$ cat src/rtl/multi_cycle_addsub.sv
// Chunk-serial adder/subtractor: processes CHUNK bits per clock, LSB chunk first,
// and reports carry-out and signed overflow when the last chunk completes.
module multi_cycle_addsub #(
  parameter int WIDTH = 16,
  parameter int CHUNK = 4
) (
  input  logic             clk,
  input  logic             rst,
  input  logic             start,
  input  logic             sub,
  input  logic [WIDTH-1:0] A,
  input  logic [WIDTH-1:0] B,
  input  logic             ci,
  output logic             busy,
  output logic             done,
  output logic [WIDTH-1:0] S,
  output logic             co,
  output logic             ovf,
  output logic [1:0]       o_dbg_state
);

  localparam int NCHUNK = WIDTH / CHUNK;
  localparam int CW     = (NCHUNK > 1) ? $clog2(NCHUNK) : 1;
  localparam logic [CW-1:0] LAST_K = CW'(NCHUNK - 1);

  typedef enum logic [1:0] {
    ST_IDLE = 2'd0,
    ST_RUN  = 2'd1,
    ST_DONE = 2'd2
  } state_t;

  state_t           r_state;
  state_t           w_state_next;
  logic [WIDTH-1:0] r_a;
  logic [WIDTH-1:0] r_b;
  logic [WIDTH-1:0] r_s;
  logic             r_carry;
  logic             r_co;
  logic             r_ovf;
  logic [CW-1:0]    r_k;

  logic [CHUNK-1:0] w_a_chunk;
  logic [CHUNK-1:0] w_b_chunk;
  logic [CHUNK:0]   w_sum;
  logic [WIDTH-1:0] w_s_next;
  logic             w_c_msb;
  logic             w_last;
  logic             w_accept;

  // Handshake: start is a request taken only in IDLE or DONE (never in RUN);
  // done is a one-cycle pulse and S/co/ovf stay valid until the next accepted start.
  assign w_last   = (r_k == LAST_K);
  assign w_accept = start && (r_state != ST_RUN);

  always_comb begin
    w_a_chunk = '0;
    w_b_chunk = '0;
    for (int j = 0; j < NCHUNK; j++) begin
      if (r_k == CW'(j)) begin
        w_a_chunk = r_a[j*CHUNK +: CHUNK];
        w_b_chunk = r_b[j*CHUNK +: CHUNK];
      end
    end
    w_sum   = {1'b0, w_a_chunk} + {1'b0, w_b_chunk} + {{CHUNK{1'b0}}, r_carry};
    // Carry into the chunk MSB recovered from its sum bit, valid for any CHUNK >= 1.
    w_c_msb = w_a_chunk[CHUNK-1] ^ w_b_chunk[CHUNK-1] ^ w_sum[CHUNK-1];
    w_s_next = r_s;
    for (int j = 0; j < NCHUNK; j++) begin
      if (r_k == CW'(j)) begin
        w_s_next[j*CHUNK +: CHUNK] = w_sum[CHUNK-1:0];
      end
    end
  end

  always_comb begin
    w_state_next = r_state;
    case (r_state)
      ST_IDLE: if (start) w_state_next = ST_RUN;
      ST_RUN:  if (w_last) w_state_next = ST_DONE;
      ST_DONE: w_state_next = start ? ST_RUN : ST_IDLE;
      default: w_state_next = ST_IDLE;
    endcase
  end

  always_ff @(posedge clk or negedge rst) begin
    if (!rst) begin
      r_state <= ST_IDLE;
    end else begin
      r_state <= w_state_next;
    end
  end

  always_ff @(posedge clk or negedge rst) begin
    if (!rst) begin
      r_a     <= '0;
      r_b     <= '0;
      r_s     <= '0;
      r_carry <= 1'b0;
      r_co    <= 1'b0;
      r_ovf   <= 1'b0;
      r_k     <= '0;
    end else if (w_accept) begin
      r_a     <= A;
      r_b     <= sub ? ~B : B;
      r_carry <= sub | ci;
      r_k     <= '0;
    end else if (r_state == ST_RUN) begin
      r_s     <= w_s_next;
      r_carry <= w_sum[CHUNK];
      r_k     <= w_last ? r_k : r_k + CW'(1);
      if (w_last) begin
        r_co  <= w_sum[CHUNK];
        r_ovf <= w_c_msb ^ w_sum[CHUNK];
      end
    end
  end

  assign busy        = (r_state == ST_RUN);
  assign done        = (r_state == ST_DONE);
  assign S           = r_s;
  assign co          = r_co;
  assign ovf         = r_ovf;
  assign o_dbg_state = r_state;

endmodule

$ cat config.mk
export PLATFORM = sky130hd
export DESIGN_NAME = multi_cycle_addsub
export DESIGN_NICKNAME = d
export VERILOG_FILES = /design/src/rtl/multi_cycle_addsub.sv
export SDC_FILE = /design/constraint.sdc
export NUM_CORES = 1
export LEC_CHECK = 0
export CAP_MARGIN = 30
export CORE_ASPECT_RATIO = 1.4
export CORE_MARGIN = 2
export CORE_UTILIZATION = 54
export DETAILED_ROUTE_END_ITERATION = 10
export PLACE_DENSITY = 0.85
export REMOVE_ABC_BUFFERS = 1
export SETUP_SLACK_MARGIN = 0.3
export SLEW_MARGIN = 10
export SYNTH_ARGS = -nofsm -noshare
export SYNTH_HDL_FRONTEND = slang
export SYNTH_SLANG_ARGS = --single-unit
$ cat constraint.sdc
create_clock -name clk -period 5.2 [get_ports clk]
set_clock_uncertainty 0.1 [all_clocks]
set_input_delay 1.56 -clock clk [delete_from_list [all_inputs] [get_ports clk]]
set_output_delay 1.56 -clock clk [all_outputs]
set_load 0.1 [all_outputs]
== After elaboration in Yosys (flattened, before gate mapping) ==
Cells that the tools add are included.

* Output and inout port bits: 22
* Register bits after elaboration: 55
* Bits of input ports: 37
* Word-level logic and storage cells: 57

* Add/sub/neg operators: 3
* Reduce and logical (&&, ||, !) cells: 10
* Bitwise operators: 6
* Muxes and demuxes: 18
* Eq/ne operators: 9

{| class="wikitable"
|+ Operators with widths
! cell !! number
|-
| two-way mux 4 bit || 8
|-
| two-way mux 16 bit || 1
|-
| inverter 16 bit || 1
|-
| AND reduction 3 bit || 4
|-
| two-way mux 2 bit || 5
|-
| == test 2 bit (second input constant) || 3
|-
| inequality test 2 x 1 -> 1 bit (second input constant) || 3
|-
| one-hot mux 2 bit (3 select lines) || 1
|-
| adder 4 x 4 -> 5 bit || 1
|-
| adder 5 x 1 -> 5 bit || 1
|-
| == test 2 x 1 -> 1 bit (second input constant) || 2
|-
| zero test 2 bit || 2
|-
| AND reduction 2 bit || 2
|-
| two-way mux 1 bit || 3
|-
| bitwise XOR 1 bit || 3
|-
| adder 2 x 1 -> 2 bit (second input constant) || 1
|-
| inequality test 2 bit (second input constant) || 1
|-
| nonzero test 2 bit || 1
|-
| logical AND 1 bit || 1
|-
| inverter 1 bit || 1
|-
| OR 1 bit || 1
|}

== Logic depth before layout (Yosys ltp) ==
Gate-level depths: netlist of run 1.

* Depth after elaboration: 9
* Depth in mapped cells: 12
* Mapped depth without buffers: 11

== Worst setup path after synthesis of run 1 ==
Ideal clock, no wire load.

* Path type: register to output
* Start: register r_state[1] (netlist: o_dbg_state[1])
* End: output done
* Data arrival time: 1.731 ns
* Setup slack: 1.809 ns
* Cell stages (with the launch flop): 2
* Cells stage by stage: dfrtp_1 > and2b_1

* Cells in the longest elaborated chain, start to end: 1

{| class="wikitable"
|+ Ends and longest elaborated chain
! element !! line !! RTL
|-
| start: declaration || 32 || <nowiki>state_t r_state;</nowiki>
|-
| start signal: assignment || 89 || <nowiki>r_state <= w_state_next;</nowiki>
|-
| == test 2 bit || 119 || <nowiki>assign done = (r_state == ST_DONE);</nowiki>
|-
| end: declaration || 15 || <nowiki>output logic done,</nowiki>
|}

No other way between the ends.

== Worst setup path after layout of run 1 ==
* Start: register r_state[1] (netlist: o_dbg_state[1])
* End: output busy

* Cells in the longest elaborated chain, start to end: 1

{| class="wikitable"
|+ Ends and longest elaborated chain
! element !! line !! RTL
|-
| == test 2 x 1 -> 1 bit || 118 || <nowiki>assign busy = (r_state == ST_RUN);</nowiki>
|-
| end: declaration || 14 || <nowiki>output logic busy,</nowiki>
|}

No other way between the ends.

==> impl_metrics.csv, run 1 <==
group,metric,value,unit
placed_design,gp_congestion,0.757,
route,routed_wl,5380,um
synth,seq_area_frac_synth,52.4,%
synth,synth_cells,231,
timing,worst_pin_slew,980,ps
critical_path,startpoint,"o_dbg_state[1]$_DFFE_PN0P_",
cells_and_area,multi_input_area,0.00114,sq mm
clocking,htreeDepth,2,
route,firstDrtPassIters,4,
critical_path,rr_startpoint,"r_k[1]$_DFFE_PN0P_",
cells_and_area,antenna_cells,0,
cells_and_area,layout.nets,334,
critical_path,critPathLaunchType,"flop",
clocking,clk_path_buf_depth,2,
floorplan,die_h,86.5,um
clocking,clk_pin_slew_worst_paths,90,ps
synth,synth.distinct_cells,31,
clocking,postCtsResizedCells,0,
synth,ys_warn_count,0,
grt,grt_pass1_vias,1947,
timing,setup_viol,0,
critical_path,cp-end-kind,"output pin",
synth,synth_area,0.00263,sq mm
timing,setup_tns,0,ps
synth,synth-seq-cells,55,
timing,slew_headroom,34.5,%
placed_design,dp_hpwl,3870,um
hold_path,hp-class,"reg2reg",
cells_and_area,fillers,355,
critical_path,crit_path_max_fanout,6,
clocking,cts_tree,"built",
cells_and_area,utilization,70.7,%
timing,fin_crit_sh,72.8,%
synth,synth.avg_cell_area,11.4,sq um
clocking,root_buffer,"clkbuf_8",
timing,slew_viol_final,0,
critical_path,worstPathArrival,2130,ps
timing,rsz0062_at_grt,"no",
grt,grt_usage,21.9,%
cells_and_area,drive_gt1_share,15.2,%
placed_design,numPortBuffers,58,
critical_path,crit_type,"reg2out",
cells_and_area,regArea,0.00138,sq mm
cells_and_area,syn2layout_area_growth,28.2,%
floorplan,fp.dieArea,0.00545,sq mm
critical_path,rrSetupSlack,1800,ps
clocking,clock_latency,310,ps
floorplan,io_pins,59,
floorplan,initial_core_util,55.1,%
job,cap_violations,0,
timing,period_minus_slack,3790,ps
clocking,hold_buffers,0,
route,drc_errors,0,
floorplan,die_w,63.0,um
clocking,cts_setup_buffers,0,
timing,whs,386,ps
grt,antenna_found_initial,0,
placed_design,dp.cells,344,
grt,grt_max_degree,56,
route,drt_iter0_drc,67,
clocking,clock-sinks,55,
route,num_vias,1874,
timing,timing_hold_violations_final,0,
cells_and_area,final_cells,353,
hold_path,hp-start,"S[10]$_DFFE_PN0P_",
floorplan,placementRows,30,
grt,grt_pass1_wl,9090,um
route,via_per_inst,5.31,
status,status,"complete, no violations",
floorplan,fp.coreArea,0.00477,sq mm
clocking,cts_buffers,5,
grt,grt.overflow.total,0,
route,antenna_left,0,
timing,max_freq,264,MHz
route,post_drt_wl_per_cell,15.2,um
critical_path,required,3540,ps
[per-stage QoR]
stage,area (sq um),setup slack (ps)
floorplan,2540,1810
global placement,3230,1550
detailed placement,3230,1470
CTS,3340,1410
global route,3370,1340
finish,3370,1410
[worst max-delay path: stages, from the launching register on]
cell,delay [ps]
dfrtp_1,400
nand2b_4,170
inv_2,110
clkdlybuf4s50_1,1140
[flip-flops by register name, indices dropped and copies added (netlist names)]
name         count
ovf              1
r_b             16
r_a             16
r_k              2
S               16
r_carry          1
o_dbg_state      2
co               1
[synthesized netlist by cell type]
| library cell | number | area, sq um |
|---|---|---|
| dfrtp_1 | 55 | 1380 |
| nand2_1 | 39 | 146 |
| o21ai_0 | 29 | 145 |
| mux2_2 | 24 | 270 |
| xnor2_1 | 18 | 158 |
| nor2b_1 | 8 | 50.1 |
| a221oi_1 | 7 | 61.3 |
| ha_1 | 7 | 87.6 |
| o31ai_1 | 7 | 52.6 |
| buf_4 | 5 | 37.5 |
| clkbuf_1 | 4 | 15.0 |
| inv_1 | 4 | 15.0 |
| a21o_1 | 2 | 15.0 |
| a21oi_1 | 2 | 10.0 |
| a21oi_2 | 2 | 17.5 |
| buf_6 | 2 | 22.5 |
| fa_1 | 2 | 40.0 |
| a22o_1 | 1 | 8.76 |
| and2b_1 | 1 | 7.51 |
| buf_2 | 1 | 5.00 |
| clkbuf_4 | 1 | 7.51 |
| inv_2 | 1 | 3.75 |
| mux2_4 | 1 | 15.0 |
| nand2_2 | 1 | 6.26 |
| nand2b_4 | 1 | 13.8 |
| nand3b_1 | 1 | 7.51 |
| nor2_1 | 1 | 3.75 |
| o211ai_1 | 1 | 7.51 |
| o22ai_1 | 1 | 6.26 |
| or3_1 | 1 | 6.26 |
| xor2_1 | 1 | 8.76 |
[area by class of cell]
class | count | area share [%]
Clock buffer | 6 | 2.45
Clock inverter | 2 | 1.04
Inverter | 5 | 0.557
Multi-Input combinational cell | 158 | 34.0
Sequential cell | 55 | 40.9
Tap cell | 64 | 2.38
Timing Repair Buffer | 63 | 18.7
[path summary, 6_finish.rpt]
kind / to / depth (start not counted)
worst max-delay path: busy / 3
worst min-delay path: S[10]$_DFFE_PN0P_ / 2
worst max register to register: ovf$_DFFE_PN0P_ / 11
worst min register to register: S[10]$_DFFE_PN0P_ / 2
max in group asynchronous: r_a[1]$_DFFE_PN0P_ / 2
min in group asynchronous: r_a[3]$_DFFE_PN0P_ / 2
[routing by layer]
| layer | track usage [%] | vias to the layer above | wire length, um |
|---|---|---|---|
| met5 | 0 | - | 0 |
| met4 | 9.09 | 0 | 139 |
| met3 | 4.16 | 14 | 180 |
| met2 | 40.9 | 58 | 3020 |
| met1 | 24.3 | 901 | 2040 |
| li1 | - | 901 | - |
[layout by cell type (no fill, tap or decap)]
master / n
o22ai_1: 1
or3_1: 1
inv_1: 4
nor2_1: 1
nand2_2: 1
bufinv_16: 1
mux2_4: 1
nor2b_1: 8
ha_1: 7
nand3b_1: 1
nand2b_4: 1
inv_2: 1
o31ai_1: 7
nand2_1: 39
and2b_1: 1
a221oi_1: 7
o21ai_0: 29
clkbuf_16: 1
buf_4: 4
clkinv_2: 1
mux2_2: 24
a21oi_1: 2
buf_2: 1
fa_1: 2
a21o_1: 2
xor2_1: 1
xnor2_1: 18
o211ai_1: 1
clkbuf_8: 6
clkdlybuf4s50_1: 57
dfrtp_1: 55
a21oi_2: 2
a22o_1: 1
[cell families (layout without fill, tap and decap cells)]
group	count (synthesis)	count (layout)	share of synthesized area [%]
XOR/XNOR	19	19	6.33
adder cells (fa/ha/maj)	9	9	4.86
multiplexers	25	25	10.9
buffers and inverters	18	76	4.05
AO/OA/AOI/OAI	52	52	12.3
flip-flops	55	55	52.4
AND/OR/NAND/NOR	53	53	9.19
Power of run 1 is not shown: default switching activity piles up to over one toggle a cycle in this logic, so the estimate is an artifact.
==> run 2, diff against run 1 <==
Settings changed: CORE_UTILIZATION 54 to 50, PLACE_DENSITY 0.85 to 0.79.
Clock period 5.2 ns to 3.55 ns, I/O delays scaled along.
==> impl_metrics.csv, run 2 (synthesized netlist as in run 1, its figures left out) <==
group,metric,value,unit
critical_path,r2r-end,"ovf$_DFFE_PN0P_",
floorplan,die_h,89.8,um
critical_path,cp.depth,11,
critical_path,worstPathArrival,3120,ps
grt,antenna_found_initial,0,
clocking,htreeDepth,2,
critical_path,cpPeakStageDelay,450,ps
cells_and_area,layout_commonest_cell,"dfrtp_1",
clocking,cts_setup_buffers,0,
timing,fin_crit_sh,85.3,%
clocking,clock-sinks,55,
cells_and_area,layout.nets,333,
route,routed_wl,4870,um
route,drc_errors,0,
clocking,cts_buffers,5,
critical_path,crit_type,"reg2reg",
critical_path,critPathLaunchType,"flop",
status,status,"complete, no violations",
hold_path,whs_endpoint,"r_b[14]$_DFFE_PN0P_",
timing,slew_viol_final,0,
hold_path,hp-start,"r_b[14]$_DFFE_PN0P_",
floorplan,die_w,65.3,um
critical_path,critPathBufInv,1,
placed_design,dp_hpwl,3860,um
critical_path,ff2ff_path_depth,11,
critical_path,crit_path_max_fanout,7,
floorplan,placementRows,31,
clocking,clk_pin_slew_worst_paths,90,ps
critical_path,cp_top_family,"adder cells",
critical_path,startpoint,"r_k[0]$_DFFE_PN0P_",
critical_path,rr_startpoint,"r_k[0]$_DFFE_PN0P_",
clocking,root_buffer,"clkbuf_8",
route,antenna_left,0,
hold_path,hp-class,"reg2reg",
grt,grt_pass1_vias,1849,
job,cap_violations,0,
timing,worst_pin_slew,565,ps
critical_path,cp_common_cell,"fa_1",
timing,period_minus_slack,3030,ps
floorplan,io_pins,59,
floorplan,fp.coreArea,0.00512,sq mm
clocking,clk_path_buf_depth,2,
timing,setup_viol,0,
timing,rsz0062_at_grt,"no",
route,firstDrtPassIters,4,
cells_and_area,final_cell_mix,"55 x dfrtp_1, 39 x nand2_1, 35 x clkdlybuf4s50_1, 29 x o21ai_0, 26 x buf_4",
cells_and_area,drive_gt1_share,22.9,%
clocking,postCtsResizedCells,0,
route,drt_iter0_drc,110,
route,num_vias,1828,
grt,grt.overflow.total,0,
critical_path,crit_slowest_cell,"fa_1",
critical_path,cp-end-kind,"flop",
hold_path,hold_path_depth,2,
route,post_drt_wl_per_cell,13.7,um
route,via_per_inst,5.16,
critical_path,rrSetupSlack,520,ps
timing,timing_hold_violations_final,0,
timing,slew_headroom,62.2,%
placed_design,gp_congestion,0.804,
grt,grt_pass1_wl,8330,um
grt,grt_usage,18.3,%
critical_path,required,3640,ps
floorplan,fp.dieArea,0.00586,sq mm
cells_and_area,fillers,450,
clocking,clock_latency,310,ps
timing,max_freq,330,MHz
clocking,cts_tree,"built",
critical_path,cp_cell_sequence,"inv_1, ha_1, nor2b_2, a221oi_1, o31ai_1, fa_1, fa_1, a21o_1, a21oi_2, xnor2_1, o21ai_0",
floorplan,initial_core_util,51.3,%
cells_and_area,syn2layout_area_growth,24.2,%
placed_design,numPortBuffers,58,
grt,grt_max_degree,49,
clocking,hold_buffers,0,
cells_and_area,antenna_cells,0,
timing,setup_tns,0,ps
==> run 2: cell types whose count changed in the layout (fill, tap and decap cells not counted), sizes merged <==
cell	previous run	this run
clkinvlp	0	1
buf	5	27
bufinv	1	0
clkdlybuf4s50	57	35
clkbuf	7	6
==> run 2: final cells by class <==
class / instances / area (sq um) / share of cell area (%)
sequential: 55 / 1380 / 42.2
multi-input combinational: 158 / 1150 / 35.2
timing repair buffer: 62 / 551 / 16.9
tap: 66 / 82.6 / 2.53
clock buffer: 6 / 72.6 / 2.22
inverter: 5 / 18.8 / 0.575
clock inverter: 2 / 12.5 / 0.383
==> run 2: worst reg2reg max path, stage by stage, from the launching register on <==
cell and delay, ps:
dfrtp_1 410, inv_1 90, ha_1 240, nor2b_2 210, a221oi_1 260, o31ai_1 120
fa_1 450, fa_1 420, a21o_1 200, a21oi_2 190, xnor2_1 140, o21ai_0 80
==> run 2: worst max-delay path by stage <==
| stage | end |
|---|---|
| after floorplan | done |
| after global placement | ovf$_DFFE_PN0P_ |
| after detailed placement | ovf$_DFFE_PN0P_ |
| after CTS | ovf$_DFFE_PN0P_ |
| after global routing | ovf$_DFFE_PN0P_ |
| final | ovf$_DFFE_PN0P_ |
==> run 2: per-stage QoR <==
stage / util [%] / hold WS [ps] / std cells / cell area, sq um / setup slack [ps]
final: 63.7 / 389 / 354 / 3260 / 521
after global routing: 63.7 / 417 / 354 / 3260 / 325
after CTS: 63.6 / 397 / 354 / 3260 / 363
after detailed placement: 62.0 / 373 / 346 / 3170 / 386
after global placement: 62.0 / 363 / 346 / 3170 / 517
after floorplan: - / 350 / 218 / 2540 / 654
==> run 2: layer usage <==
| metal | GRT usage, % | routed length, um | vias up |
|---|---|---|---|
| li1 | - | - | 902 |
| met1 | 22.0 | 1990 | 867 |
| met2 | 31.3 | 2580 | 47 |
| met3 | 3.88 | 167 | 12 |
| met4 | 7.81 | 126 | 0 |
| met5 | 0 | 0 | - |
Power of run 2 is left out for the same reason.
==> run 3, diff against run 2 <==
Settings changed: RECOVER_POWER set to 100, SLEW_MARGIN 10 to not set.
==> impl_metrics.csv, run 3 (synthesized netlist as in run 1, its figures left out) <==
group,metric,value,unit
status,status,"complete, no violations",
timing,worst_pin_slew,1230,ps
clocking,cts_tree,"built",
clocking,clock-sinks,55,
grt,grt_pass1_wl,8330,um
hold_path,hold_path_depth,2,
cells_and_area,drive_gt1_share,12.8,%
route,post_drt_wl_per_cell,13.9,um
timing,setup_tns,0,ps
clocking,clock_latency,310,ps
grt,grt.overflow.total,0,
timing,slew_headroom,17.7,%
timing,period_minus_slack,3160,ps
critical_path,ff2ff_path_depth,10,
critical_path,rrSetupSlack,390,ps
timing,max_freq,317,MHz
critical_path,critPathLaunchType,"flop",
route,drc_errors,0,
hold_path,hp-class,"reg2reg",
floorplan,io_pins,59,
route,via_per_inst,5.13,
clocking,clk_pin_slew_worst_paths,90,ps
placed_design,place_area,0.00317,sq mm
placed_design,dp_hpwl,3860,um
job,cap_violations,0,
clocking,htreeDepth,2,
route,routed_wl,4920,um
hold_path,hp-start,"r_b[14]$_DFFE_PN0P_",
placed_design,numPortBuffers,58,
floorplan,die_w,65.3,um
clocking,cts_setup_buffers,0,
critical_path,worstPathArrival,3240,ps
route,firstDrtPassIters,4,
cells_and_area,multi_input_area,0.00113,sq mm
critical_path,cp-end-kind,"flop",
clocking,hold_buffers,0,
critical_path,required,3630,ps
cells_and_area,final_area,0.00315,sq mm
cells_and_area,layout_commonest_cell,"dfrtp_1",
grt,grt_usage,18.3,%
timing,setup_viol,0,
cells_and_area,antenna_cells,0,
timing,slew_viol_final,0,
floorplan,placementRows,31,
timing,timing_hold_violations_final,0,
cells_and_area,regArea,0.00138,sq mm
cells_and_area,syn2layout_area_growth,20.0,%
floorplan,die_h,89.8,um
critical_path,crit_type,"reg2reg",
route,num_vias,1815,
floorplan,fp.dieArea,0.00586,sq mm
route,drt_iter0_drc,105,
cells_and_area,fillers,471,
clocking,root_buffer,"clkbuf_8",
clocking,clk_path_buf_depth,2,
hold_path,whs_endpoint,"r_b[14]$_DFFE_PN0P_",
clocking,cts_buffers,5,
timing,fin_crit_sh,89.0,%
grt,grt_pass1_vias,1849,
placed_design,gp_congestion,0.804,
cells_and_area,layout.nets,333,
route,antenna_left,0,
grt,grt_max_degree,49,
grt,antenna_found_initial,0,
floorplan,fp.coreArea,0.00512,sq mm
floorplan,initial_core_util,51.3,%
critical_path,r2r-end,"S[3]$_DFFE_PN0P_",
timing,rsz0062_at_grt,"no",
cells_and_area,final_cell_mix,"55 x dfrtp_1, 40 x nand2_1, 34 x clkdlybuf4s50_1, 29 x o21ai_0, 25 x clkbuf_1",
critical_path,rr_startpoint,"r_k[0]$_DFFE_PN0P_",
critical_path,crit_path_max_fanout,7,
[run 3: routing by layer]
| metal | vias up | track usage (%) | wire [um] |
|---|---|---|---|
| li1 | 902 | - | - |
| met1 | 856 | 22.0 | 2010 |
| met2 | 45 | 31.3 | 2580 |
| met3 | 12 | 3.88 | 200 |
| met4 | 0 | 7.81 | 126 |
| met5 | - | 0 | 0 |
[run 3: stage by stage]
stage	instances	util, %	hold slack (ps)	setup WS [ps]
floorplan	218	-	350	654
global placement	346	62.0	363	517
detailed placement	346	62.0	373	386
CTS	354	63.6	397	363
global route	354	61.6	417	164
finish	354	61.6	389	391
[run 3: repair_timing]
action / 4_1_cts / 5_1_grt
resized for setup: 0 / 2
hold endpoints to repair: 0 / 0
setup endpoints to repair: 0 / 9
[run 3: area by class of cell]
| type | count | share of cell area [%] |
|---|---|---|
| inverters | 5 | 0.595 |
| clock inverters | 2 | 0.397 |
| multi-input cells | 158 | 35.9 |
| clock buffers | 6 | 2.30 |
| well taps | 66 | 2.62 |
| flip-flops and latches | 55 | 43.6 |
| repair buffers | 62 | 14.5 |
[run 3: critical path: stages (launching register included)]
cell and delay, ps:
dfrtp_1 430, inv_1 100, ha_1 210, nor2b_1 420
a221oi_1 160, o31ai_1 420, ha_1 310, a21o_1 190
a21oi_1 270, xor2_1 290, o21ai_0 140
[run 3: worst max path at each step]
stage                                          start           endpoint  slack, ps  depth (start not counted)
after global routing              r_k[1]$_DFFE_PN0P_  S[15]$_DFFE_PN0P_        160                         10
after floorplan           o_dbg_state[1]$_DFFE_PN0P_               done        650                          1
final                             r_k[0]$_DFFE_PN0P_   S[3]$_DFFE_PN0P_        390                         10
after CTS                         r_k[1]$_DFFE_PN0P_    ovf$_DFFE_PN0P_        360                         11
after detailed placement          r_k[1]$_DFFE_PN0P_    ovf$_DFFE_PN0P_        390                         11
after global placement            r_k[1]$_DFFE_PN0P_    ovf$_DFFE_PN0P_        520                         11
Power of run 3 is left out for the same reason.
